## config.mk

```make
export PLATFORM = sky130hd
export DESIGN_NAME = rs_issue_scheduler
export DESIGN_NICKNAME = d
export VERILOG_FILES = /design/src/rtl/rs_issue_scheduler_pkg.sv /design/src/rtl/onehot_to_binary.sv /design/src/rtl/rs_issue_scheduler_starve_tracker.sv /design/src/rtl/rs_issue_scheduler.sv
export SDC_FILE = /design/constraint.sdc
export NUM_CORES = 1
export LEC_CHECK = 0
export CORE_ASPECT_RATIO = 2
export CORE_MARGIN = 3
export CORE_UTILIZATION = 62
export DETAILED_ROUTE_END_ITERATION = 8
export PLACE_DENSITY = 0.89
export SLEW_MARGIN = 20
export SYNTH_ARGS = -nofsm -noshare
export SYNTH_HDL_FRONTEND = slang
export SYNTH_HIERARCHICAL = 1
export SYNTH_SLANG_ARGS = --single-unit
export TNS_END_PERCENT = 5
```

## constraint.sdc

```tcl
create_clock -name clock -period 8 [get_ports clock]
set_clock_uncertainty 0.2 [all_clocks]
set_input_delay 0.8 -clock clock [delete_from_list [all_inputs] [get_ports clock]]
set_output_delay 0.8 -clock clock [all_outputs]
set_load 0.05 [all_outputs]
```

## src/rtl/rs_issue_scheduler_pkg.sv

```systemverilog
// Shared scheduler types: pointer rotation policy and port count.
package rs_issue_scheduler_pkg;

    typedef enum logic [1:0] {
        NONE    = 2'd0,
        WALKING = 2'd1,
        JUMPING = 2'd2,
        RANDOM  = 2'd3
    } rotation_type_t;

    localparam int unsigned NUM_PORTS = 2;

endpackage

```

## src/rtl/onehot_to_binary.sv

```systemverilog
// One-hot to binary index encoder; all-zero input yields index 0.
module onehot_to_binary #(
    parameter int unsigned N = 8,
    parameter int unsigned W = $clog2(N)
) (
    input  logic [N-1:0] onehot,
    output logic [W-1:0] binary
);

    always_comb begin
        binary = '0;
        for (int i = 0; i < N; i++) begin
            if (onehot[i]) begin
                binary = binary | W'(i);
            end
        end
    end

endmodule

```

## src/rtl/rs_issue_scheduler_starve_tracker.sv

```systemverilog
// Per-entry wait counters with saturation; selects the lowest-index starved entry.
module rs_issue_scheduler_starve_tracker #(
    parameter int unsigned N            = 8,
    parameter int unsigned STARVE_LIMIT = 15
) (
    input  logic         clock,
    input  logic         reset,
    input  logic         en,
    input  logic         flush,
    input  logic [N-1:0] eligible,
    input  logic [N-1:0] granted,
    output logic         starve_any_c,
    output logic [N-1:0] starve_sel_c
);

    localparam int unsigned CW = $clog2(STARVE_LIMIT + 1);
    localparam logic [CW-1:0] LIMIT = CW'(STARVE_LIMIT);

    logic [CW-1:0] cnt [N];
    logic [N-1:0]  starved;

    always_comb begin
        starved = '0;
        for (int i = 0; i < N; i++) begin
            starved[i] = eligible[i] && (cnt[i] == LIMIT);
        end
    end

    // Isolate the lowest set bit.
    assign starve_sel_c = starved & (~starved + N'(1));
    assign starve_any_c = |starved;

    always_ff @(posedge clock) begin
        if (reset || flush) begin
            for (int i = 0; i < N; i++) begin
                cnt[i] <= '0;
            end
        end else if (en) begin
            for (int i = 0; i < N; i++) begin
                if (granted[i] || !eligible[i]) begin
                    cnt[i] <= '0;
                end else if (cnt[i] != LIMIT) begin
                    cnt[i] <= cnt[i] + CW'(1);
                end
            end
        end
    end

endmodule

```

## src/rtl/rs_issue_scheduler.sv

```systemverilog
// Dual-port RS issue scheduler: rotating-pointer scan, per-FU credits,
// in-flight pending mask and starvation override. Grants are same-cycle.
module rs_issue_scheduler
    import rs_issue_scheduler_pkg::*;
#(
    parameter int unsigned N            = 8,
    parameter int unsigned FU_CREDITS   = 2,
    parameter int unsigned STARVE_LIMIT = 15
) (
    input  logic                 clock,
    input  logic                 reset,
    input  logic [N-1:0]         req,
    input  logic                 en,
    input  logic                 flush,
    input  rotation_type_t       rotator,
    input  logic [1:0]           credit_return,
    output logic [N-1:0]         gnt0,
    output logic [N-1:0]         gnt1,
    output logic [$clog2(N)-1:0] gnt0_idx,
    output logic [$clog2(N)-1:0] gnt1_idx,
    output logic [1:0]           gnt_valid
);

    localparam int unsigned IW  = $clog2(N);
    localparam int unsigned CRW = $clog2(FU_CREDITS + 1);
    localparam logic [CRW-1:0] CREDIT_FULL = CRW'(FU_CREDITS);

    logic [IW-1:0]  ptr;
    logic           jump_toggle;
    logic [N-1:0]   pend;
    logic [CRW-1:0] credit [NUM_PORTS];

    logic [N-1:0] eligible;
    logic [N-1:0] pick0;
    logic [N-1:0] pick1;
    logic [N-1:0] granted;
    logic [1:0]   avail;
    logic [1:0]   ret_ok;
    logic         issue_ok;
    logic         starve_any_c;
    logic [N-1:0] starve_sel_c;

    // First set bit of vec walking from start, upward or downward, wrapping mod N.
    function automatic logic [N-1:0] wrap_scan(
        input logic [N-1:0]  vec,
        input logic [IW-1:0] start,
        input logic          descend
    );
        logic [N-1:0]  result;
        logic [IW-1:0] idx;
        logic          found;
        result = '0;
        found  = 1'b0;
        for (int k = 0; k < N; k++) begin
            idx = descend ? (start - IW'(k)) : (start + IW'(k));
            if (!found && vec[idx]) begin
                result[idx] = 1'b1;
                found       = 1'b1;
            end
        end
        return result;
    endfunction

    assign eligible = req & ~pend;
    assign issue_ok = en && !flush && !reset;

    always_comb begin
        avail  = '0;
        ret_ok = '0;
        for (int p = 0; p < NUM_PORTS; p++) begin
            avail[p]  = credit[p] != '0;
            ret_ok[p] = credit_return[p] && (credit[p] != CREDIT_FULL);
        end
    end

    // Port selection; a starved entry preempts port 0, or port 1 when port 0 has no credit.
    always_comb begin
        pick0 = '0;
        pick1 = '0;
        if (issue_ok) begin
            if (starve_any_c && avail[0]) begin
                pick0 = starve_sel_c;
                if (avail[1]) begin
                    pick1 = wrap_scan(eligible & ~starve_sel_c, ptr - IW'(1), 1'b1);
                end
            end else if (starve_any_c && avail[1]) begin
                pick1 = starve_sel_c;
            end else begin
                if (avail[0]) begin
                    pick0 = wrap_scan(eligible, ptr, 1'b0);
                end
                if (avail[1]) begin
                    pick1 = wrap_scan(eligible & ~pick0, ptr - IW'(1), 1'b1);
                end
            end
        end
    end

    assign granted   = pick0 | pick1;
    assign gnt0      = pick0;
    assign gnt1      = pick1;
    assign gnt_valid = {|pick1, |pick0};

    onehot_to_binary #(.N(N), .W(IW)) u_idx0 (.onehot(pick0), .binary(gnt0_idx));
    onehot_to_binary #(.N(N), .W(IW)) u_idx1 (.onehot(pick1), .binary(gnt1_idx));

    rs_issue_scheduler_starve_tracker #(
        .N            (N),
        .STARVE_LIMIT (STARVE_LIMIT)
    ) u_starve (
        .clock        (clock),
        .reset        (reset),
        .en           (en),
        .flush        (flush),
        .eligible     (eligible),
        .granted      (granted),
        .starve_any_c (starve_any_c),
        .starve_sel_c (starve_sel_c)
    );

    always_ff @(posedge clock) begin
        if (reset) begin
            ptr         <= '0;
            jump_toggle <= 1'b0;
            pend        <= '0;
            for (int p = 0; p < NUM_PORTS; p++) begin
                credit[p] <= CREDIT_FULL;
            end
        end else begin
            for (int p = 0; p < NUM_PORTS; p++) begin
                credit[p] <= credit[p] - CRW'(gnt_valid[p]) + CRW'(ret_ok[p]);
            end
            // Pending holds until the RS drops the request; a fresh grant wins.
            if (flush) begin
                pend <= '0;
            end else if (en) begin
                pend <= granted | (pend & req);
            end
            if (gnt_valid != 2'b00) begin
                case (rotator)
                    NONE: ptr <= '0;
                    JUMPING: begin
                        ptr         <= ptr + IW'(N / 2) + IW'(jump_toggle);
                        jump_toggle <= ~jump_toggle;
                    end
                    default: ptr <= ptr + IW'(1);
                endcase
            end
        end
    end

    // A credit return with no outstanding slot indicates an FU protocol error.
    for (genvar p = 0; p < NUM_PORTS; p++) begin : g_credit_chk
        assert property (@(posedge clock) disable iff (reset)
            !(credit_return[p] && (credit[p] == CREDIT_FULL)));
    end

endmodule

```

==> results.cfg, run 1 <==
[floorplanning]
io_pins = 40
initial_core_util = 0.6461
rows = 53
die-width_um = 80.59
die_h_um = 155.2

[global_route]
grt_pass1_wl_mm = 52.66
grt_pass1_vias = 8672
grt_overflow = 3
grtUsageTotal = 0.5656
grt_max_degree = 66

[cts]
cts-root-buf = clkbuf_16
h-tree-depth = 2
cts.sinks = 48
cts_max_path_buffers = 2
postCtsSetupBuffers = 0
ctsHoldBuffers = 0
numCtsBuffers = 5
cts_resized = 0

[yosys]
avgSynthCellArea_um2 = 8.087
synth_warnings = 6
seq_area_frac_synth = 0.1857
netlist_instances = 853
synth_top_area_frac = 0.1393
syn_area_um2 = 6898
synth-seq-cells = 48
async_reset_ff_frac = 0
syn_nets = 894
synth_edf_count = 32
ys.flop_type = edfxtp_1
synth_cell_types = 97
yosys.area.top_type = edfxtp_1
synth_area_leaders = edfxtp_1 14%, mux4_2 6.5%, nand2_1 5.2%, dfxtp_1 4.6%, ha_1 4.5%

[outcome]
haltStage = 5_1_grt
stop_error = [ERROR GRT-0116] Global routing finished with congestion. Check the congestion regions in the DRC Viewer.
status = aborted with a tool error

[placed_design]
gp_congestion = 1.281
dpl.hpwl_mm = 23.60
io_buffers = 39
-- cells by family after synthesis --
family	Yosys count	synth area share
AO/OA/AOI/OAI	218	0.2472
XOR/XNOR	25	0.03174
adder cells (fa/ha/maj)	25	0.04535
buffers and inverters	83	0.05587
flip-flops	48	0.1857
multiplexers	52	0.1161
AND/OR/NAND/NOR	402	0.3180
-- cell usage after synthesis, drive strengths merged (10+ instances only) --
master  instances
nand3          42
clkbuf         15
a21oi          17
nand3b         14
ha             25
xnor2          13
and2           10
o211ai         15
mux2i          28
xor2           12
nor3           38
inv            48
nor3b          10
nand4          20
o221ai         24
nor2           78
dfxtp          16
edfxtp         32
or4            10
nand2b         32
a31oi          11
mux4           20
nand2          97
o21ai          37
o311ai         10
a221oi         12
buf            20
-- metrics by stage --
| stage | hold WS (ns) | setup WS, ns | instance area (um2) | cells | util |
|---|---|---|---|---|---|
| floorplan | 0.2788 | 0.9247 | 6898 | 853 | - |
| global placement | 0.2987 | 0.2769 | 7411 | 1015 | 0.6941 |
| detailed placement | 0.3043 | 0.1403 | 7411 | 1015 | 0.6941 |
| CTS | 0.3196 | 0.1813 | 7570 | 1023 | 0.7090 |
-- metal layers --
| metal | GRT overflow | GRT usage |
|---|---|---|
| met2 | 0 | 0.7864 |
| met5 | 0 | 0 |
| met3 | 0 | 0.3418 |
| met1 | 0 | 0.5467 |
| met4 | 3 | 0.5729 |
==> run 2, diff against run 1 <==
CORE_ASPECT_RATIO = unset   (was 2)
CORE_UTILIZATION = 40   (was 62)
PLACE_DENSITY = unset   (was 0.89)
PLACE_DENSITY_LB_ADDON = 0.15   (was unset)
==> results.cfg, run 2 <==
[floorplanning]
die-width_um = 137.3
rows = 47
initial_core_util = 0.4116
io_pins = 40
die-area_um2 = 18860
core-area_um2 = 16760
die_h_um = 137.3

[detailed_routing]
drt_iter0_drc = 1233
drc = 0
dr.pass1.iters = 6
vias = 7664
wirelength_mm = 26.66
wl_per_cell_um = 23.82
viasPerCell = 6.849
ant_nets = 0

[cells_and_area]
diodes = 0
drive_gt1_frac = 0.1591
largest-register = u_starve/cnt
mostFrequentLayoutCell = nand2_1
areaGrowthSynthToFinish_pct = 13.80
largest_reg_flops = 32
reg_top3 = u_starve/cnt: 32 flops, pend: 8 flops, credit: 4 flops
nNetsFinal = 939
layout_common_cells = 95 x nand2_1, 77 x nor2_1, 42 x nand3_1, 39 x buf_4
num-fill-cells = 1686

[setup_path]
crit_path_cell_trace = inv_2 > ha_1 > xor2_1 > buf_4 > ha_1 > nand2_1 > nor3_1 > o211ai_1 > nand3_1 > nor3_1 > a211oi_1 > mux4_2 > nor2_1 > a311oi_1 > a2111oi_0 > o311ai_1 > inv_1 > or4_1 > buf_4
cp_slowest_cell = dfxtp_1
worstSetupStartpointType = register
crit_fanout = 11
cp_slowest_stage_delay_ns = 0.75
worstPathArrival_ns = 6.66
critical_path_class = reg2out
cp_top_family = compound AO/OA/AOI/OAI gates
required_ns = 7.00
crit_buf_inv = 4
setup.worst_path.end_class = primary output

[yosys]
yosys-top-cells-count = 95 x nand2_1, 77 x nor2_1, 42 x nand3_1
syn_area_um2 = 6898
post_synth_fa_ha_maj_area_fraction = 0.04535
synth_cell_types = 97
yosys.area_share.simple = 0.3180
yosys.area.top_type = edfxtp_1
synth_compound_area_frac = 0.2472
avgSynthCellArea_um2 = 8.087
synth_edf_count = 32
synth_warnings = 6
ys.flop_type = edfxtp_1
muxShareOfSynthArea = 0.1161
synth-seq-cells = 48
synth_top_area_frac = 0.1393
synth_top_family_by_area = simple AND/OR/NAND/NOR gates
synth_area_leaders = edfxtp_1 14%, mux4_2 6.5%, nand2_1 5.2%, dfxtp_1 4.6%, ha_1 4.5%
seq_area_frac_synth = 0.1857
syn_nets = 894
synth_xor_area_frac = 0.03174
synth.most_common_cell = nand2_1
netlist_instances = 853
async_reset_ff_frac = 0

[timing]
max_freq_ghz = 0.1305
drv_slew = 0
post-route-period-util = 0.9579
fin_crit_ns = 7.664
setup_violations = 0
relSlewSlack = 0.2480
rsz0062_at_grt = false
tightest_slew_ns = 1.126
finalHoldViolCount = 0
finalSetupTns_ns = 0

[run]
max_cap_violations = 0

[min_path]
hold_path_class = reg2reg

[placed_design]
io_buffers = 39
dpl.hpwl_mm = 20.66
gp_congestion = 1.030

[cts]
cts_resized = 0
clk_latency_ns = 0.31
cts.clk_slew.worst_paths_ns = 0.07
tritoncts = built
cts_max_path_buffers = 2
postCtsSetupBuffers = 0
h-tree-depth = 2
numCtsBuffers = 5
cts.sinks = 48
ctsHoldBuffers = 0
cts-root-buf = clkbuf_16

[global_route]
antenna_found_initial = 0
grt_overflow = 0
grt_max_degree = 42
grt_pass1_wl_mm = 41.37
grt_pass1_vias = 7243
grtUsageTotal = 0.2825

[outcome]
status = completed
run 2: stage by stage:
step / hold WS, ns / setup slack (ns) / instance area [um2] / utilization / std cells
after detailed placement: 0.3084 / 0.4919 / 7679 / 0.4582 / 1111
after floorplan: 0.2788 / 0.9247 / 6898 / - / 853
after global routing: 0.3589 / 0.05092 / 7850 / 0.4684 / 1119
after CTS: 0.3238 / 0.4296 / 7850 / 0.4684 / 1119
final: 0.3216 / 0.3364 / 7850 / 0.4684 / 1119
after global placement: 0.3060 / 0.5752 / 7672 / 0.4578 / 1111
run 2: worst paths after layout:
path | startpoint | to | slack, ns | cells after the start
max | ptr[1] | gnt1_idx[2] | 0.34 | 19
min reg2reg | pend[3] | pend[3] | 0.32 | 1
min | pend[3] | pend[3] | 0.32 | 1
max reg2reg | ptr[1] | credit[0][3] | 0.72 | 25
run 2: layout make-up:
cell class,count,area [um2],area share
clock buffers,5,125.1,0.01594
flip-flops and latches,48,1282,0.1634
multi-input cells,722,5238,0.6672
repair buffers,73,703.2,0.08958
clock inverters,3,46.29,0.005897
well taps,220,275.3,0.03507
inverters,48,180.2,0.02295
run 2: layer usage:
| layer | up-vias | track usage | routed length, um |
|---|---|---|---|
| li1 | 3411 | - | - |
| met1 | 3592 | 0.3805 | 10690 |
| met2 | 560 | 0.4341 | 11550 |
| met3 | 101 | 0.06939 | 3273 |
| met4 | 0 | 0.1142 | 1149 |
| met5 | - | 0 | 0 |
run 2: worst reg2reg max path, delay by kind of cell (launching register included):
family,cells,cell delay [ns]
AOI/OAI and AO/OA,6,1.76
xor gates and xnor gates,3,0.64
adders and majority gates,4,1.14
buffers and inverters,5,1.10
DFF,1,0.75
muxes,1,0.28
and+or+nand+nor,6,1.29
run 2: kinds of logic after synthesis:
logic type	after synthesis
flip-flops	48
XOR/XNOR	25
adder cells (fa/ha/maj)	25
multiplexers	52
AO/OA/AOI/OAI	218
buffers and inverters	83
AND/OR/NAND/NOR	402
Power of run 2 is left out: the tool's default activity adds up to more than one toggle a clock period on the data nets, which glitch-free logic cannot reach.
==> run 3, diff against run 2 <==
GPL_TIMING_DRIVEN = 0   (was unset)
==> results.cfg, run 3 (synthesis gave the netlist of run 2 again) <==
[detailed_routing]
drt_iter0_drc = 1246
wirelength_mm = 27.56
ant_nets = 0
drc = 0
dr.pass1.iters = 6
viasPerCell = 6.905
vias = 7734
wl_per_cell_um = 24.61

[floorplanning]
io_pins = 40
die_h_um = 137.3
die-width_um = 137.3
initial_core_util = 0.4116
die-area_um2 = 18860
rows = 47
core-area_um2 = 16760

[cells_and_area]
finalNonFillerCells = 1120
drive_gt1_frac = 0.1511
layout_common_cells = 92 x nand2_1, 76 x nor2_1, 42 x nand3_1, 38 x inv_1, 38 x nor3_1
multi_input_comb_area_um2 = 5383
largest-register = u_starve/cnt
diodes = 0
nNetsFinal = 940
postLayoutCellArea_um2 = 7930
mostFrequentLayoutCell = nand2_1
largest_reg_flops = 32
areaGrowthSynthToFinish_pct = 14.96
reg_top3 = u_starve/cnt: 32 flops, pend: 8 flops, credit: 4 flops
regArea_um2 = 1281
num-fill-cells = 1674

[timing]
finalWorstSetupSlack_ns = -0.1195
post-route-period-util = 1.015
finalHoldViolCount = 0
drv_slew = 0
hold_slack_ns = 0.3207
relSlewSlack = 0.2577
fin_crit_ns = 8.119
setup_violations = 2
rsz0062_at_grt = true
tightest_slew_ns = 1.111
max_freq_ghz = 0.1232

[cts]
tritoncts = built
postCtsSetupBuffers = 0
cts_max_path_buffers = 2
cts-root-buf = clkbuf_16
clk_latency_ns = 0.30
cts.clk_slew.worst_paths_ns = 0.07
cts.sinks = 48
numCtsBuffers = 5
h-tree-depth = 2

[global_route]
grtUsageTotal = 0.2863
grt_pass1_wl_mm = 41.42
grt_max_degree = 20
grt_overflow = 0
antenna_found_initial = 0
grt_pass1_vias = 7131

[outcome]
status = finished with violations
failed_checks = negative setup slack

[min_path]
hp-start = pend[4]
hold_end = pend[4]
hold_path_class = reg2reg
min_path_cells = 1

[setup_path]
worstSetupStartpointType = register
reg2reg_from = ptr[0]
worstPathArrival_ns = 7.12
setup.worst_path.end_class = primary output
crit_fanout = 10
required_ns = 7.00
r2r_end = credit[0][3]
r2r_slack_ns = 0.43
reg2reg_depth = 27
critical_path_class = reg2out

[placed_design]
dpl.hpwl_mm = 21.35
pre_cts_ws_ns = -1.079
gp_congestion = 1.042
io_buffers = 39
place_area_um2 = 7570
placedCellCount = 1112

[run]
max_cap_violations = 0
run 3: worst max path at each step:
stage | startpoint | endpoint | cells past startpoint
after floorplan | ptr[0] | gnt1_idx[1] | 23
after CTS | ptr[0] | gnt1_idx[0] | 24
after detailed placement | ptr[0] | gnt1_idx[1] | 24
final | ptr[0] | gnt1_idx[1] | 22
after global routing | ptr[0] | gnt1_idx[1] | 21
after global placement | ptr[0] | gnt1_idx[2] | 24
run 3: area by class of cell:
type / instances / share of cell area
Clock inverter: 3 / 0.008678
Clock buffer: 5 / 0.01578
Sequential cell: 48 / 0.1616
Inverter: 48 / 0.02272
Multi-Input combinational cell: 722 / 0.6788
Tap cell: 220 / 0.03471
Timing Repair Buffer: 39 / 0.05033
Buffer: 35 / 0.02745
run 3: stage by stage:
stage	util	TNS, ns
CTS	0.4703	0
global route	0.4732	-0.6329
finish	0.4732	-0.1747
floorplan	-	0
detailed placement	0.4517	-9.021
global placement	0.4513	-10.79
run 3: repair_timing:
item,4_1_cts,5_1_grt
hold buffers,0,0
endpoints found under the setup margin,20,12
resized for setup,33,21
pin swaps,3,2
run 3: critical path, stage by stage, from the launching register on:
cell and delay [ns]:
dfxtp_1 0.38, buf_6 0.18, inv_2 0.14, buf_2 0.27, buf_4 0.26, ha_2 0.32
buf_2 0.21, buf_1 0.28, nor2_1 0.81, nand2_1 0.17, o21ai_0 0.20, o22ai_1 0.08
o211a_1 0.22, a21oi_1 0.34, o22ai_1 0.18, mux4_2 0.60, buf_2 0.23, a31oi_1 0.21
a31oi_1 0.19, o311ai_4 0.46, inv_1 0.10, or4_1 0.51, dlygate4sd2_1 0.44
run 3: per-layer routing:
metal | up-vias | GRT usage | wire length [um]
met4 | 0 | 0.1142 | 1215
met1 | 3616 | 0.3926 | 11200
met2 | 579 | 0.4215 | 11810
met5 | - | 0 | 0
met3 | 122 | 0.08510 | 3329
li1 | 3417 | - | -
Power of run 3 is left out for the same reason.
